### config.mk
export PLATFORM = sky130hd
export DESIGN_NAME = i2c_target_regfile
export DESIGN_NICKNAME = d
export VERILOG_FILES = /design/src/rtl/i2c_pkg.sv /design/src/rtl/i2c_line_sync.sv /design/src/rtl/i2c_target_regfile.sv
export SDC_FILE = /design/constraint.sdc
export NUM_CORES = 1
export LEC_CHECK = 0
export BUFFER_PORTS_ARGS = -buffer_cell sky130_fd_sc_hd__buf_4
export CORE_ASPECT_RATIO = 1.25
export CORE_MARGIN = 2
export CORE_UTILIZATION = 40
export DETAILED_ROUTE_END_ITERATION = 10
export GPL_ROUTABILITY_DRIVEN = 1
export GPL_TIMING_DRIVEN = 0
export SYNTH_ARGS = -nofsm -noshare
export SYNTH_HDL_FRONTEND = slang
export SYNTH_HIERARCHICAL = 1
export SYNTH_SLANG_ARGS = --single-unit
### constraint.sdc
create_clock -name clk -period 6.8 [get_ports clk]
set_clock_uncertainty 0.05 [all_clocks]
set_input_delay 0.34 -clock clk [delete_from_list [all_inputs] [get_ports clk]]
set_output_delay 0.34 -clock clk [all_outputs]
set_load 0.02 [all_outputs]
### src/rtl/i2c_pkg.sv
// Shared types and bus constants for the I2C register-file target.
// Latency: n/a (declarations only).
// Backpressure: n/a; the I2C bus has no flow control beyond ACK/NACK.
package i2c_pkg;

  typedef enum logic [3:0] {
    ST_IDLE,
    ST_DEV_ADDR,
    ST_DEV_ACK,
    ST_REG_ADDR,
    ST_REG_ACK,
    ST_WR_DATA,
    ST_WR_ACK,
    ST_RD_DATA,
    ST_RD_ACK,
    ST_IGNORE
  } i2c_state_t;

  localparam logic I2C_ACK      = 1'b0;
  localparam logic I2C_NACK     = 1'b1;
  localparam logic I2C_RW_WRITE = 1'b0;
  localparam logic I2C_RW_READ  = 1'b1;

endpackage

### src/rtl/i2c_line_sync.sv
// Synchronises SCL/SDA into clk and flags SCL edges plus START/STOP conditions.
// Latency: events are visible 2 clk after a pin change and act on the 3rd edge.
// Backpressure: none; events are single-cycle pulses that are never held.
module i2c_line_sync (
  input  logic clk,
  input  logic rst,
  input  logic i_scl,
  input  logic i_sda,
  output logic scl_rise,
  output logic scl_fall,
  output logic start_det,
  output logic stop_det,
  output logic o_sda
);

  logic [1:0] r_scl_sync;
  logic [1:0] r_sda_sync;
  logic       r_scl_prev;
  logic       r_sda_prev;
  logic       w_scl;
  logic       w_sda;

  // Two-flop synchronisers followed by one history stage for edge detection.
  // Reset to the idle-bus level so reset itself never looks like START/STOP.
  always_ff @(posedge clk) begin
    if (rst) begin
      r_scl_sync <= 2'b11;
      r_sda_sync <= 2'b11;
      r_scl_prev <= 1'b1;
      r_sda_prev <= 1'b1;
    end else begin
      r_scl_sync <= {r_scl_sync[0], i_scl};
      r_sda_sync <= {r_sda_sync[0], i_sda};
      r_scl_prev <= r_scl_sync[1];
      r_sda_prev <= r_sda_sync[1];
    end
  end

  assign w_scl = r_scl_sync[1];
  assign w_sda = r_sda_sync[1];

  assign scl_rise  =  w_scl & ~r_scl_prev;
  assign scl_fall  = ~w_scl &  r_scl_prev;
  // SCL must be high on both samples so an SDA change near an SCL edge is not misread.
  assign start_det =  w_scl & r_scl_prev &  r_sda_prev & ~w_sda;
  assign stop_det  =  w_scl & r_scl_prev & ~r_sda_prev &  w_sda;
  assign o_sda     =  w_sda;

endmodule

### src/rtl/i2c_target_regfile.sv
// I2C target with a NUM_REGS x 8 register file; optional I2C_TGT_AUTOINC_EN makes the pointer auto-increment.
// Latency: SDA_out updates 1 clk after a detected SCL fall; wr_strobe 1 clk after the 8th data-bit SCL rise.
// Backpressure: none; the target always ACKs a matched address and every written byte.
module i2c_target_regfile
  import i2c_pkg::*;
#(
  parameter logic [6:0] DEV_ADDR = 7'h50,
  parameter int         NUM_REGS = 16
) (
  input  logic                        clk,
  input  logic                        rst,
  input  logic                        SCL,
  input  logic                        SDA_in,
  output logic                        SDA_out,
  output logic                        wr_strobe,
  output logic [$clog2(NUM_REGS)-1:0] wr_addr,
  output logic [7:0]                  wr_data,
  output logic                        busy
);

  localparam int PW = $clog2(NUM_REGS);

  i2c_state_t    r_state;
  i2c_state_t    w_state_nxt;
  logic [2:0]    r_bit_cnt;
  logic [2:0]    w_bit_cnt_nxt;
  logic [6:0]    r_shift;
  logic          w_shift_en;
  logic [PW-1:0] r_ptr;
  logic [PW-1:0] w_ptr_nxt;
  logic [7:0]    r_regs [NUM_REGS];
  logic          r_sda_out;
  logic          w_sda_out_nxt;
  logic          r_busy;
  logic          w_busy_nxt;
  logic          r_wr_stb;
  logic          w_wr_en;
  logic [PW-1:0] r_wr_addr;
  logic [7:0]    r_wr_data;

  logic          w_scl_rise;
  logic          w_scl_fall;
  logic          w_start;
  logic          w_stop;
  logic          w_sda;
  logic [7:0]    w_byte;
  logic [7:0]    w_rd_byte;
  logic          w_match;

  i2c_line_sync u_line_sync (
    .clk       (clk),
    .rst       (rst),
    .i_scl     (SCL),
    .i_sda     (SDA_in),
    .scl_rise  (w_scl_rise),
    .scl_fall  (w_scl_fall),
    .start_det (w_start),
    .stop_det  (w_stop),
    .o_sda     (w_sda)
  );

  // The byte as it stands once the bit on the current SCL rise is included.
  assign w_byte    = {r_shift, w_sda};
  assign w_rd_byte = r_regs[r_ptr];
  assign w_match   = (w_byte[7:1] == DEV_ADDR);

  // State register.
  always_ff @(posedge clk) begin
    if (rst) r_state <= ST_IDLE;
    else     r_state <= w_state_nxt;
  end

  // Next-state logic: START/STOP outrank bit-level progress in the same cycle.
  always_comb begin
    w_state_nxt = r_state;
    if (w_start) begin
      w_state_nxt = ST_DEV_ADDR;
    end else if (w_stop) begin
      w_state_nxt = ST_IDLE;
    end else if (w_scl_rise) begin
      case (r_state)
        ST_DEV_ADDR: if (r_bit_cnt == 3'd7) w_state_nxt = w_match ? ST_DEV_ACK : ST_IGNORE;
        ST_DEV_ACK:  w_state_nxt = (r_shift[0] == I2C_RW_WRITE) ? ST_REG_ADDR : ST_RD_DATA;
        ST_REG_ADDR: if (r_bit_cnt == 3'd7) w_state_nxt = ST_REG_ACK;
        ST_REG_ACK:  w_state_nxt = ST_WR_DATA;
        ST_WR_DATA:  if (r_bit_cnt == 3'd7) w_state_nxt = ST_WR_ACK;
        ST_WR_ACK:   w_state_nxt = ST_WR_DATA;
        ST_RD_DATA:  if (r_bit_cnt == 3'd7) w_state_nxt = ST_RD_ACK;
        ST_RD_ACK:   w_state_nxt = (w_sda == I2C_NACK) ? ST_IGNORE : ST_RD_DATA;
        default:     w_state_nxt = r_state;
      endcase
    end
  end

  // Output/datapath decode: SDA drive changes on SCL fall, bits are taken on SCL rise.
  always_comb begin
    w_sda_out_nxt = r_sda_out;
    w_busy_nxt    = r_busy;
    w_wr_en       = 1'b0;
    w_ptr_nxt     = r_ptr;
    w_bit_cnt_nxt = r_bit_cnt;
    w_shift_en    = 1'b0;
    if (w_start) begin
      w_sda_out_nxt = 1'b1;
      w_bit_cnt_nxt = 3'd0;
    end else if (w_stop) begin
      w_sda_out_nxt = 1'b1;
      w_busy_nxt    = 1'b0;
      w_bit_cnt_nxt = 3'd0;
    end else begin
      if (w_scl_fall) begin
        case (r_state)
          ST_DEV_ACK, ST_REG_ACK, ST_WR_ACK: w_sda_out_nxt = I2C_ACK;
          ST_RD_DATA: w_sda_out_nxt = w_rd_byte[3'd7 - r_bit_cnt];
          default:    w_sda_out_nxt = 1'b1;
        endcase
      end
      if (w_scl_rise) begin
        case (r_state)
          ST_DEV_ADDR: begin
            w_shift_en    = 1'b1;
            w_bit_cnt_nxt = r_bit_cnt + 3'd1;
            if (r_bit_cnt == 3'd7) w_busy_nxt = w_match;
          end
          ST_REG_ADDR: begin
            w_shift_en    = 1'b1;
            w_bit_cnt_nxt = r_bit_cnt + 3'd1;
            if (r_bit_cnt == 3'd7) w_ptr_nxt = w_byte[PW-1:0];
          end
          ST_WR_DATA: begin
            w_shift_en    = 1'b1;
            w_bit_cnt_nxt = r_bit_cnt + 3'd1;
            if (r_bit_cnt == 3'd7) begin
              w_wr_en = 1'b1;
`ifdef I2C_TGT_AUTOINC_EN
              w_ptr_nxt = r_ptr + 1'b1;
`endif
            end
          end
          ST_RD_DATA: w_bit_cnt_nxt = r_bit_cnt + 3'd1;
          ST_RD_ACK: begin
            w_bit_cnt_nxt = 3'd0;
            if (w_sda == I2C_NACK) begin
              w_busy_nxt = 1'b0;
            end else begin
`ifdef I2C_TGT_AUTOINC_EN
              w_ptr_nxt = r_ptr + 1'b1;
`endif
            end
          end
          default: w_bit_cnt_nxt = 3'd0;
        endcase
      end
    end
  end

  // Datapath registers; reset also clears the register file.
  always_ff @(posedge clk) begin
    if (rst) begin
      r_bit_cnt <= 3'd0;
      r_shift   <= 7'd0;
      r_ptr     <= '0;
      r_sda_out <= 1'b1;
      r_busy    <= 1'b0;
      r_wr_stb  <= 1'b0;
      r_wr_addr <= '0;
      r_wr_data <= 8'h00;
      for (int i = 0; i < NUM_REGS; i++) r_regs[i] <= 8'h00;
    end else begin
      r_bit_cnt <= w_bit_cnt_nxt;
      r_ptr     <= w_ptr_nxt;
      r_sda_out <= w_sda_out_nxt;
      r_busy    <= w_busy_nxt;
      r_wr_stb  <= w_wr_en;
      if (w_shift_en) r_shift <= w_byte[6:0];
      if (w_wr_en) begin
        r_regs[r_ptr] <= w_byte;
        r_wr_addr     <= r_ptr;
        r_wr_data     <= w_byte;
      end
    end
  end

  assign SDA_out   = r_sda_out;
  assign busy      = r_busy;
  assign wr_strobe = r_wr_stb;
  assign wr_addr   = r_wr_addr;
  assign wr_data   = r_wr_data;

endmodule

==> After elaboration in Yosys (flattened, before gate mapping) <==
Memories as Yosys holds them, arrays and structs flattened. A register that Yosys moved wholly into a read port is not among the register bits.
Index checks and enable logic that the tools add are counted.
{ "totals": {"reg_bits": 39, "latch_bits": 0, "ram_bits": 128, "rom_bits": 0, "input_bits": 4, "out_inout_bits": 15, "wordCells": 105, "n_memories": 1} }
{ "mem_list": {"columns": ["memory", "depth", "word_bits", "rd", "rd_clocked_by_memory_dff", "wr", "line", "text"], "rows": [
  ["r_regs", 16, 8, 1, 1, 16, "i2c_target_regfile.sv:31", "logic [7:0] r_regs [NUM_REGS];"]
]} }
{ "op_classes": {"addsub": 2, "n_mul": 0, "n_div": 0, "order_cmp": 1, "eq_ne": 20, "shift": 0, "mux": 39, "bitwise_logic": 13, "n_reduce_logical": 15} }
{ "ops": {"columns": ["op", "count"], "rows": [
  ["$mux 4", 9],
  ["$pmux 4 s7", 1],
  ["$mux 1", 23],
  ["$eq 4x3->1 const B", 4],
  ["$ne 4x2->1 const B", 4],
  ["$reduce_and 6->1", 2],
  ["$reduce_and 5->1", 2],
  ["$reduce_bool 9->1", 1],
  ["$reduce_or 3->1", 3],
  ["$eq 4x2->1 const B", 2],
  ["$mux 8", 1],
  ["$ne 2x2->1 const B", 4],
  ["$reduce_or 8->1", 1],
  ["$and 1x1->1", 7],
  ["$eq 7x7->1 const B", 1],
  ["$reduce_bool 7->1", 1],
  ["$mux 3", 2],
  ["$not 1->1", 6],
  ["$reduce_bool 3->1", 2],
  ["$eq 4x1->1 const B", 1],
  ["$eq 4x4->1 const B", 1],
  ["$lt 3x4->1 const B", 1],
  ["$pmux 1 s2", 2],
  ["$reduce_or 4->1", 1],
  ["8 further kinds", 8]
]} }

==> Depth between registers and ports, before layout <==
Gate-level depths: netlist of run 1.
{ "logic_depth": {"word_depth": 11, "ltp_mapped": 9, "mapped_depth_nobuf": 8} }

==> Hierarchy <==
The synthesis of run 1 kept the hierarchy.
{ "by_module_without_submodules": {"columns": ["mod", "n_inst", "cells_per_inst", "area_each_um2", "seq_area_each_um2"], "rows": [
  ["i2c_target_regfile", 1, 603, 7865.0, 4584.4],
  ["i2c_line_sync", 1, 16, 190.2, 120.1]
]} }

==> Worst setup path after synthesis of run 1 <==
Ideal clock, no wire load.
{ "synth_timing": {"path_kind": "register to register", "from": "reg u_line_sync.r_scl_sync[1]", "to": "mem r_regs[0][0] (enable)", "setup_ps": 329, "arrival_time_ps": 1866, "required_time_ps": 6421, "path_slack_ps": 4555, "path_stages_with_launch": 8, "path_buffers": 1, "synth_period_minus_slack_ps": 2245, "path_cell_list": "dfxtp_1 > nor2b_1 > nand2_1 > nor3_2 > nand3_1 > buf_6 > nor4_4 > or2_1"} }
{ "synth_rtl": {"columns": ["element", "line", "text"], "rows": [
  ["from (decl)", "i2c_line_sync.sv:16", "logic [1:0] r_scl_sync;"],
  ["from (signal assigned)", "i2c_line_sync.sv:32", "r_scl_sync <= {r_scl_sync[0], i_scl};"],
  ["to (decl)", "i2c_target_regfile.sv:31", null]
]} }

==> flow_summary.yaml, run 1 <==
sta:
  worst_hold_slack_ps: 42.7
  fin_crit_sh: 0.478
  timing.slew.headroom: 0.487
  fin_tns_setup_ps: 0
  finalSetupViolations: 0
  hold_violations: 0
  tightestPinTransition_ps: 763
  post-route-min-period_ps: 3250
  final.setup.worst_slack_ps: 3550
  finalMaxSlewViolations: 0
  fmax_mhz: 308
  rsz0062_at_grt: "false"
placed_design:
  gp_congestion: 0.854
  postPlaceCellArea_um2: 8530
  io_buffers: 18
  dp_slack_ps: 3630
  dp.cells: 907
  dp_hpwl_um: 14100
cells_and_area:
  post-route-util: 0.457
  nFillCells: 1785
  drive_gt1_frac: 0.199
  postLayoutCellArea_um2: 9120
  layout.cells.non_filler: 939
  diodes: 0
  syn_to_final_growth_pct: 13.2
  nets: 662
die:
  rows: 58
  dieArea_um2: 21300
  die_h_um: 163
  start_util: 0.404
  num_io_pins: 19
  die_x_um: 131
  core_area_um2: 20000
worst_setup_path:
  worstPathMaxFanout: 10
  critPathArrivalTime_ps: 3260
  crit_path_start_kind: "register"
  path_class: "register to register"
  end_kind: "register"
  reg2regPathDepth: 7
  cp.required_ps: 6810
synth:
  synth_flop_cell: "edfxtp_1"
  ys_types: 59
  synth-edff-count: 128
  synth_area_leaders: "edfxtp_1, dfxtp_1, and2_1"
  yosysTopAreaCellShare: 0.477
  yosysWarnings: 6
  synth_area_per_cell_um2: 13.0
  seq_area_frac_synth: 0.584
  synth_fp_nets: 625
  synth_cells: 619
  netlist_area_um2: 8060
  async_flop_share: 0
  yosysTopAreaCell: "edfxtp_1"
  ys_ff_latch: 171
drt:
  antenna_left: 0
  drtIter0Drc: 406
  firstDrtPassIters: 6
  routed_via_density: 5.31
  num_vias: 4988
  wl_per_cell_um: 21.3
  wl_um: 20000
  drcViolationCount: 0
pwr:
  worst_ir_drop_vdd_mv: 0.163
  total_power_mw: 2.17
  p_leak_nw: 3.31
  power_density_nw_per_um2: 238
global_routing:
  grt_max_degree: 18
  grt_pass1_vias: 5044
  antenna_found_initial: 0
  grt_pass1_wl_um: 30500
  grt_usage: 0.200
  overflow: 0
outcome:
  status: "finished clean"
hold_path:
  hold_depth: 2
  min_path_type: "input port to register"
clock_network:
  cts_root_buffer: "clkbuf_16"
  cts_tree: "yes"
  cts-resized-gates: 0
  ctsLongestPathBuffers: 2
  clkLatencyLatePin_ps: 430
  htreeDepth: 4
  hold_buffers: 0
  clock-sinks: 171
  cts.clk_slew.worst_paths_ps: 70
  cts_setup_buffers: 0
  cts_buffers: 17
run:
  drv_cap: 0
==> sequential cells by signal, indices dropped and copies added (netlist names), 2 cells and up, named ones only <==
| name | flops |
|---|---|
| r_regs | 128 |
| wr_addr | 4 |
| r_shift | 7 |
| u_line_sync/r_scl_sync | 2 |
| r_state | 4 |
| r_ptr | 4 |
| wr_data | 8 |
| u_line_sync/r_sda_sync | 2 |
| r_bit_cnt | 3 |
==> final cells by class <==
class	instances	area, um2	share of cell area
inverter	4	15.0	0.00165
buffer	45	233	0.0255
clock buffer	18	450	0.0494
timing repair buffer	18	135	0.0148
multi-input combinational	399	3100	0.340
clock inverter	14	139	0.0152
tap	270	338	0.0371
sequential	171	4700	0.516
==> routing by layer <==
layer	share of wire	track usage	vias to the layer above	wire length, um
li1	-	-	2318	-
met1	0.40	0.244	2523	8010
met2	0.53	0.355	126	10700
met3	0.041	0.0361	21	813
met4	0.024	0.0633	0	487
met5	0	0	-	0
==> cell usage after synthesis (4+ instances only) <==
cell type and n:
inv_1 4, nand2_1 35, dfxtp_1 43, nand2b_1 7, nor3_2 4, o21ai_0 7
mux2i_1 33, and2_1 128, or2_1 9, nand3_1 6, clkbuf_1 23, nor2b_1 11
nor4_4 4, edfxtp_1 128, nand3b_1 6, nor2_1 26, or2_2 13, buf_6 5
mux2_2 8, buf_2 12, nor3_4 9, mux4_2 21, a21oi_1 21
==> power by group <==
| group | total, mW | internal (mW) | switching (mW) |
|---|---|---|---|
| clock | 0.962 | 0.524 | 0.438 |
| sequential | 1.15 | 1.14 | 0.00819 |
| combinational | 0.0569 | 0.0188 | 0.0381 |
==> placed cells by master (no fill, tap or decap), types with 6 or more instances in the layout <==
cell       Yosys  layout
mux2i_1       33      33
or2_2         13      13
buf_2         12      12
nor2_1        26      26
and2_1       128     128
nand3_1        6       6
a21oi_1       21      21
or2_1          9       9
mux2_2         8       8
nor2b_1       11      11
dfxtp_1       43      43
nand3b_1       6       6
mux4_2        21      21
nand2_1       35      35
clkbuf_1      23      23
buf_4          3      21
edfxtp_1     128     128
nor3_4         9       9
o21ai_0        7       7
clkbuf_16      0      18
nand2b_1       7       7
==> worst paths after layout <==
kind | startpoint | to | slack [ps]
max | u_line_sync/r_scl_sync[1] | r_regs[4][2] | 3550
min | SDA_in | u_line_sync/r_sda_sync[0] | 40
max reg2reg | u_line_sync/r_scl_sync[1] | r_regs[4][2] | 3550
min reg2reg | u_line_sync/r_sda_sync[0] | u_line_sync/r_sda_sync[1] | 360
==> cells by family after synthesis <==
family	count (synthesis)	share of synthesized area
AOI/OAI and AO/OA	60	0.0500
adders and majority gates	2	0.00311
buffers and inverters	49	0.0308
DFF	171	0.584
muxes	63	0.114
and+or+nand+nor	274	0.218
==> critical path, stage by stage, from the launching register on <==
cell and delay (ps):
dfxtp_1 370, nor2b_1 470, nand2_1 170, nor3_2 230, nand3_1 160, buf_6 210, nor4_4 660, or2_1 560
Note: power is estimated with default switching activity, not from simulation.
==> inputs of run 2 (changes only) <==
clock period = 3 ns   (was 6.8 ns; I/O delays follow)
==> run 2 against run 1 <==
  * Cell area up 0.65%
  * Setup slack lost 3400 ps
  * Core utilization increased by 0.29 points
  * Via count rose by 1.1%
  * Highest routed layer unchanged
  * Die area is the same
  * Fmax up 14%
  * Critical path depth decreased by 1
  * Sequential cell count is the same
==> flow_summary.yaml, run 2 (same netlist as run 1, synthesis figures left out) <==
run:
  drv_cap: 0
worst_setup_path:
  end_kind: "register"
  critPathLaunch: "u_line_sync/r_sda_sync[1]"
  worstPathMaxFanout: 10
  crit_path_start_kind: "register"
  path_class: "register to register"
  crit_chain: "and4b_1 -> nor3_2 -> nand3_1 -> buf_6 -> nor4_4 -> or2_2"
  cpPeakStageDelay_ps: 590
  r2r-start: "u_line_sync/r_sda_sync[1]"
  cp.required_ps: 3050
  critPathArrivalTime_ps: 2890
  cpMaxStageDelayCell: "nor4_4"
outcome:
  status: "finished clean"
die:
  dieArea_um2: 21300
  die_x_um: 131
  rows: 58
  die_h_um: 163
  core_area_um2: 20000
  num_io_pins: 19
  start_util: 0.404
sta:
  fmax_mhz: 351
  rsz0062_at_grt: "false"
  final.setup.worst_slack_ps: 154
  hold_violations: 0
  finalMaxSlewViolations: 0
  finalSetupViolations: 0
  fin_tns_setup_ps: 0
  timing.slew.headroom: 0.485
  tightestPinTransition_ps: 767
  fin_crit_sh: 0.949
  post-route-min-period_ps: 2850
clock_network:
  htreeDepth: 4
  clkLatencyLatePin_ps: 430
  cts_setup_buffers: 0
  clock-sinks: 171
  ctsLongestPathBuffers: 2
  cts_root_buffer: "clkbuf_16"
  cts.clk_slew.worst_paths_ps: 70
  cts_tree: "yes"
  cts_buffers: 17
placed_design:
  io_buffers: 18
  dp_slack_ps: -173
  dp_hpwl_um: 14100
  gp_congestion: 0.854
cells_and_area:
  diodes: 0
  multi_input_area_um2: 3110
  drive_gt1_frac: 0.203
  syn_to_final_growth_pct: 13.9
  largest_reg_flops: 128
  top_register: "r_regs"
  regArea_um2: 4700
  layout_common_cells: "and2_1, edfxtp_1, dfxtp_1, nand2_1, mux2i_1"
  nets: 667
  nFillCells: 1783
drt:
  num_vias: 5042
  drcViolationCount: 0
  wl_um: 20000
  wl_per_cell_um: 21.2
  drtIter0Drc: 427
  antenna_left: 0
  routed_via_density: 5.34
  firstDrtPassIters: 4
global_routing:
  grt_max_degree: 18
  antenna_found_initial: 0
  grt_usage: 0.200
  grt_pass1_wl_um: 30600
  grt_pass1_vias: 5090
  overflow: 0
hold_path:
  min_path_type: "register to register"
  hold_start: "u_line_sync/r_sda_sync[0]"
pwr:
  worst_ir_drop_vdd_mv: 0.371
  power_density_nw_per_um2: 537
  p_leak_nw: 3.35
## run 2: path summary, 6_finish.rpt
check,slack [ps],depth (start not counted),endpoint
worst max register to register,150,6,r_regs[4][2]
worst max-delay path,150,6,r_regs[4][2]
worst min-delay path,360,1,u_line_sync/r_sda_sync[1]
worst min register to register,360,1,u_line_sync/r_sda_sync[1]
## run 2: metrics by stage
step                      power (mW)  area, um2  instances  utilization  hold WS [ps]
after floorplan                 2.74       8060        619            -           197
after global placement          2.79       8530        907        0.427           284
after detailed placement        2.79       8530        907        0.427           286
after CTS                       4.95       9170        944        0.459           367
after global routing            5.07       9180        944        0.460           387
final                           4.93       9180        944        0.460           361
## run 2: critical path, delay by kind of cell (launching register included)
family	cells	cell delay, ps
flops	1	520
buf+inv	1	210
simple gates	5	1730
## run 2: where the power goes
group	switching [mW]	internal, mW	total, mW
sequential	0.0186	2.59	2.61
clock	0.998	1.19	2.19
combinational	0.0870	0.0475	0.135
total	1.10	3.83	4.93
## run 2: routing by layer
layer / share of wire / track usage / vias to the layer above
met5: 0 / 0 / -
met4: 0.020 / 0.0633 / 0
met3: 0.045 / 0.0361 / 20
met2: 0.54 / 0.358 / 135
met1: 0.40 / 0.243 / 2562
li1: - / - / 2325
## run 2: what timing repair did
item / in CTS / in global routing
hold buffers: 5 / 0
resized for setup: 2 / 3
endpoints found under the hold margin: 6 / 0
setup endpoints to repair: 16 / 56
pin swaps: 1 / 0
## run 2: cell type report
| class | instances | area share |
|---|---|---|
| Timing Repair Buffer | 23 | 0.0202 |
| Buffer | 45 | 0.0254 |
| Clock inverter | 14 | 0.0151 |
| Inverter | 4 | 0.00164 |
| Tap cell | 270 | 0.0368 |
| Clock buffer | 18 | 0.0491 |
| Sequential cell | 171 | 0.513 |
| Multi-Input combinational cell | 399 | 0.339 |
==> inputs of run 3 (changes only) <==
CORE_ASPECT_RATIO = 1.2   (was 1.25)
SYNTH_HIERARCHICAL = not set   (was 1)
==> run 3 against run 2 <==
  * Critical path type unchanged
  * Largest power group unchanged
  * Via count barely moved
  * Sequential cell count did not move
  * Wire length decreased by 1.4%
  * Cell area fell by 2.2%
==> flow_summary.yaml, run 3 <==
synth:
  yosysTopAreaCellShare: 0.490
  synth-edff-count: 128
  seq_area_frac_synth: 0.599
  yosysWarnings: 0
  synth_area_per_cell_um2: 12.7
  synth_common_cells: "and2_1, edfxtp_1, dfxtp_1, nand2_1, nor2_1"
  ys_types: 53
  netlist_area_um2: 7850
  synth_flop_cell: "edfxtp_1"
  synth_cells: 617
  synth_fp_nets: 623
  synth_area_leaders: "edfxtp_1, dfxtp_1, and2_1"
  yosysTopAreaCell: "edfxtp_1"
  ys_ff_latch: 171
  async_flop_share: 0
clock_network:
  clkLatencyLatePin_ps: 430
  clock-sinks: 171
  ctsLongestPathBuffers: 2
  cts_buffers: 17
  cts_root_buffer: "clkbuf_16"
  htreeDepth: 4
  cts_tree: "yes"
  cts.clk_slew.worst_paths_ps: 70
cells_and_area:
  layout_common_cells: "and2_1, edfxtp_1, dfxtp_1, nand2_1, a21oi_1"
  nets: 663
  drive_gt1_frac: 0.187
  syn_to_final_growth_pct: 14.3
  top_register: "r_regs"
  largest_reg_flops: 128
  postLayoutCellArea_um2: 8970
  diodes: 0
  post-route-util: 0.462
  nFillCells: 1759
worst_setup_path:
  reg2reg_setup_slack_ps: 110
  cp.required_ps: 3060
  reg2regPathDepth: 7
  worstPathMaxFanout: 9
  critPathArrivalTime_ps: 2960
  crit_path_start_kind: "register"
  worstReg2RegEnd: "r_regs[7][1]"
  r2r-start: "r_bit_cnt[0]"
  path_class: "register to register"
  end_kind: "register"
global_routing:
  antenna_found_initial: 0
  grt_max_degree: 17
  grt_pass1_wl_um: 30200
  overflow: 0
  grt_pass1_vias: 5142
  grt_usage: 0.198
drt:
  drtIter0Drc: 363
  firstDrtPassIters: 5
  routed_via_density: 5.41
  num_vias: 5040
  drcViolationCount: 0
  wl_um: 19800
  wl_per_cell_um: 21.2
  antenna_left: 0
run:
  drv_cap: 0
pwr:
  total_power_mw: 5.01
  power_density_nw_per_um2: 558
  power_frac_seq: 0.528
  p_sw_mw: 1.09
  combPwrFrac: 0.028
  clock_power_share: 0.444
  p_int_mw: 3.92
  p_leak_nw: 3.04
  swShare: 0.218
  worst_ir_drop_vdd_mv: 0.331
sta:
  rsz0062_at_grt: "true"
  finalSetupViolations: 0
  fin_crit_sh: 0.965
  post-route-min-period_ps: 2890
  finalMaxSlewViolations: 0
  fmax_mhz: 346
  tightestPinTransition_ps: 706
  timing.slew.headroom: 0.517
  hold_violations: 0
  final.setup.worst_slack_ps: 106
hold_path:
  hold_path_end: "r_bit_cnt[0]"
  hold_depth: 3
  min_path_type: "input port to register"
  hold_start: "rst"
die:
  die_h_um: 157
  num_io_pins: 19
  core_area_um2: 19400
  die_x_um: 132
  start_util: 0.404
  rows: 56
  dieArea_um2: 20800
placed_design:
  io_buffers: 18
  dp_hpwl_um: 13900
  postPlaceCellArea_um2: 8310
  dp_slack_ps: 66.8
  gp_congestion: 0.892
outcome:
  status: "finished clean"
[run 3: cell types whose count changed in the layout (fill, tap and decap cells not counted), moves of 5 or more]
cell | before | now
or2_1 | 6 | 0
mux4_1 | 1 | 9
nand2_1 | 35 | 43
nor2_2 | 0 | 9
mux2_2 | 8 | 3
or2_2 | 16 | 22
mux2i_1 | 33 | 26
nor2b_1 | 10 | 5
nand3_1 | 6 | 13
a21oi_1 | 21 | 27
nor3_4 | 10 | 0
[run 3: area by class of cell]
| class | instances | area, um2 | area share |
|---|---|---|---|
| multi-input combinational | 401 | 2990 | 0.333 |
| clock inverter | 15 | 165 | 0.0184 |
| sequential | 171 | 4700 | 0.524 |
| clock buffer | 17 | 425 | 0.0474 |
| inverter | 4 | 15.0 | 0.00167 |
| timing repair buffer | 21 | 163 | 0.0181 |
| tap | 261 | 327 | 0.0364 |
| buffer | 41 | 189 | 0.0211 |
[run 3: worst max-delay path by stage]
stage            startpoint             to
2_1_floorplan    r_state[2]   r_regs[0][0]
3_3_place_gp     r_state[2]   r_regs[6][1]
3_5_place_dp     r_state[2]   r_regs[4][3]
4_1_cts          r_state[2]   r_regs[4][0]
5_1_grt        r_bit_cnt[0]  r_regs[15][6]
6_report       r_bit_cnt[0]   r_regs[7][1]
[run 3: worst max-delay path, cell delays in order (launching register included)]
cell and delay [ps]:
dfxtp_1 510, ha_1 240, ha_1 200, and3_1 160
clkbuf_1 290, nand3b_1 230, nor2_1 530, or2_2 370
[run 3: layer usage]
layer	GRT usage	wire, um	vias up
met2	0.345	10100	159
met5	0	0	-
met1	0.241	8140	2534
met4	0.0942	645	0
met3	0.0306	893	31
li1	-	-	2316
[run 3: cells by family (layout without fill, tap and decap cells)]
logic type | after synthesis | count (layout) | synth area share
simple gates | 281 | 281 | 0.201
compound gates | 62 | 62 | 0.0528
xor+xnor | 1 | 1 | 0.00112
buf+inv | 45 | 98 | 0.0260
flops | 171 | 171 | 0.599
fa+ha+maj | 2 | 2 | 0.00319
mux | 55 | 55 | 0.116
[run 3: repair_timing]
| item | 4_1_cts | 5_1_grt |
|---|---|---|
| setup buffers | 0 | 1 |
| hold endpoints to repair | 2 | 0 |
| resized for setup | 0 | 14 |
| hold buffers | 2 | 0 |
| endpoints found under the setup margin | 0 | 120 |
[run 3: metrics by stage]
step | hold WS (ps) | setup TNS, ps | cells
after global routing | 166 | -2320 | 931
after CTS | 123 | 0 | 930
after global placement | 294 | 0 | 896
final | 144 | 0 | 931
after floorplan | 204 | 0 | 617
after detailed placement | 293 | 0 | 896
[run 3: power by group through the flow]
stage	logic (mW)	registers [mW]	clock network, mW
global placement	0.139	2.69	0
floorplan	0.0949	2.68	0
global route	0.153	2.65	2.34
finish	0.142	2.64	2.22
CTS	0.143	2.65	2.24
detailed placement	0.140	2.70	0
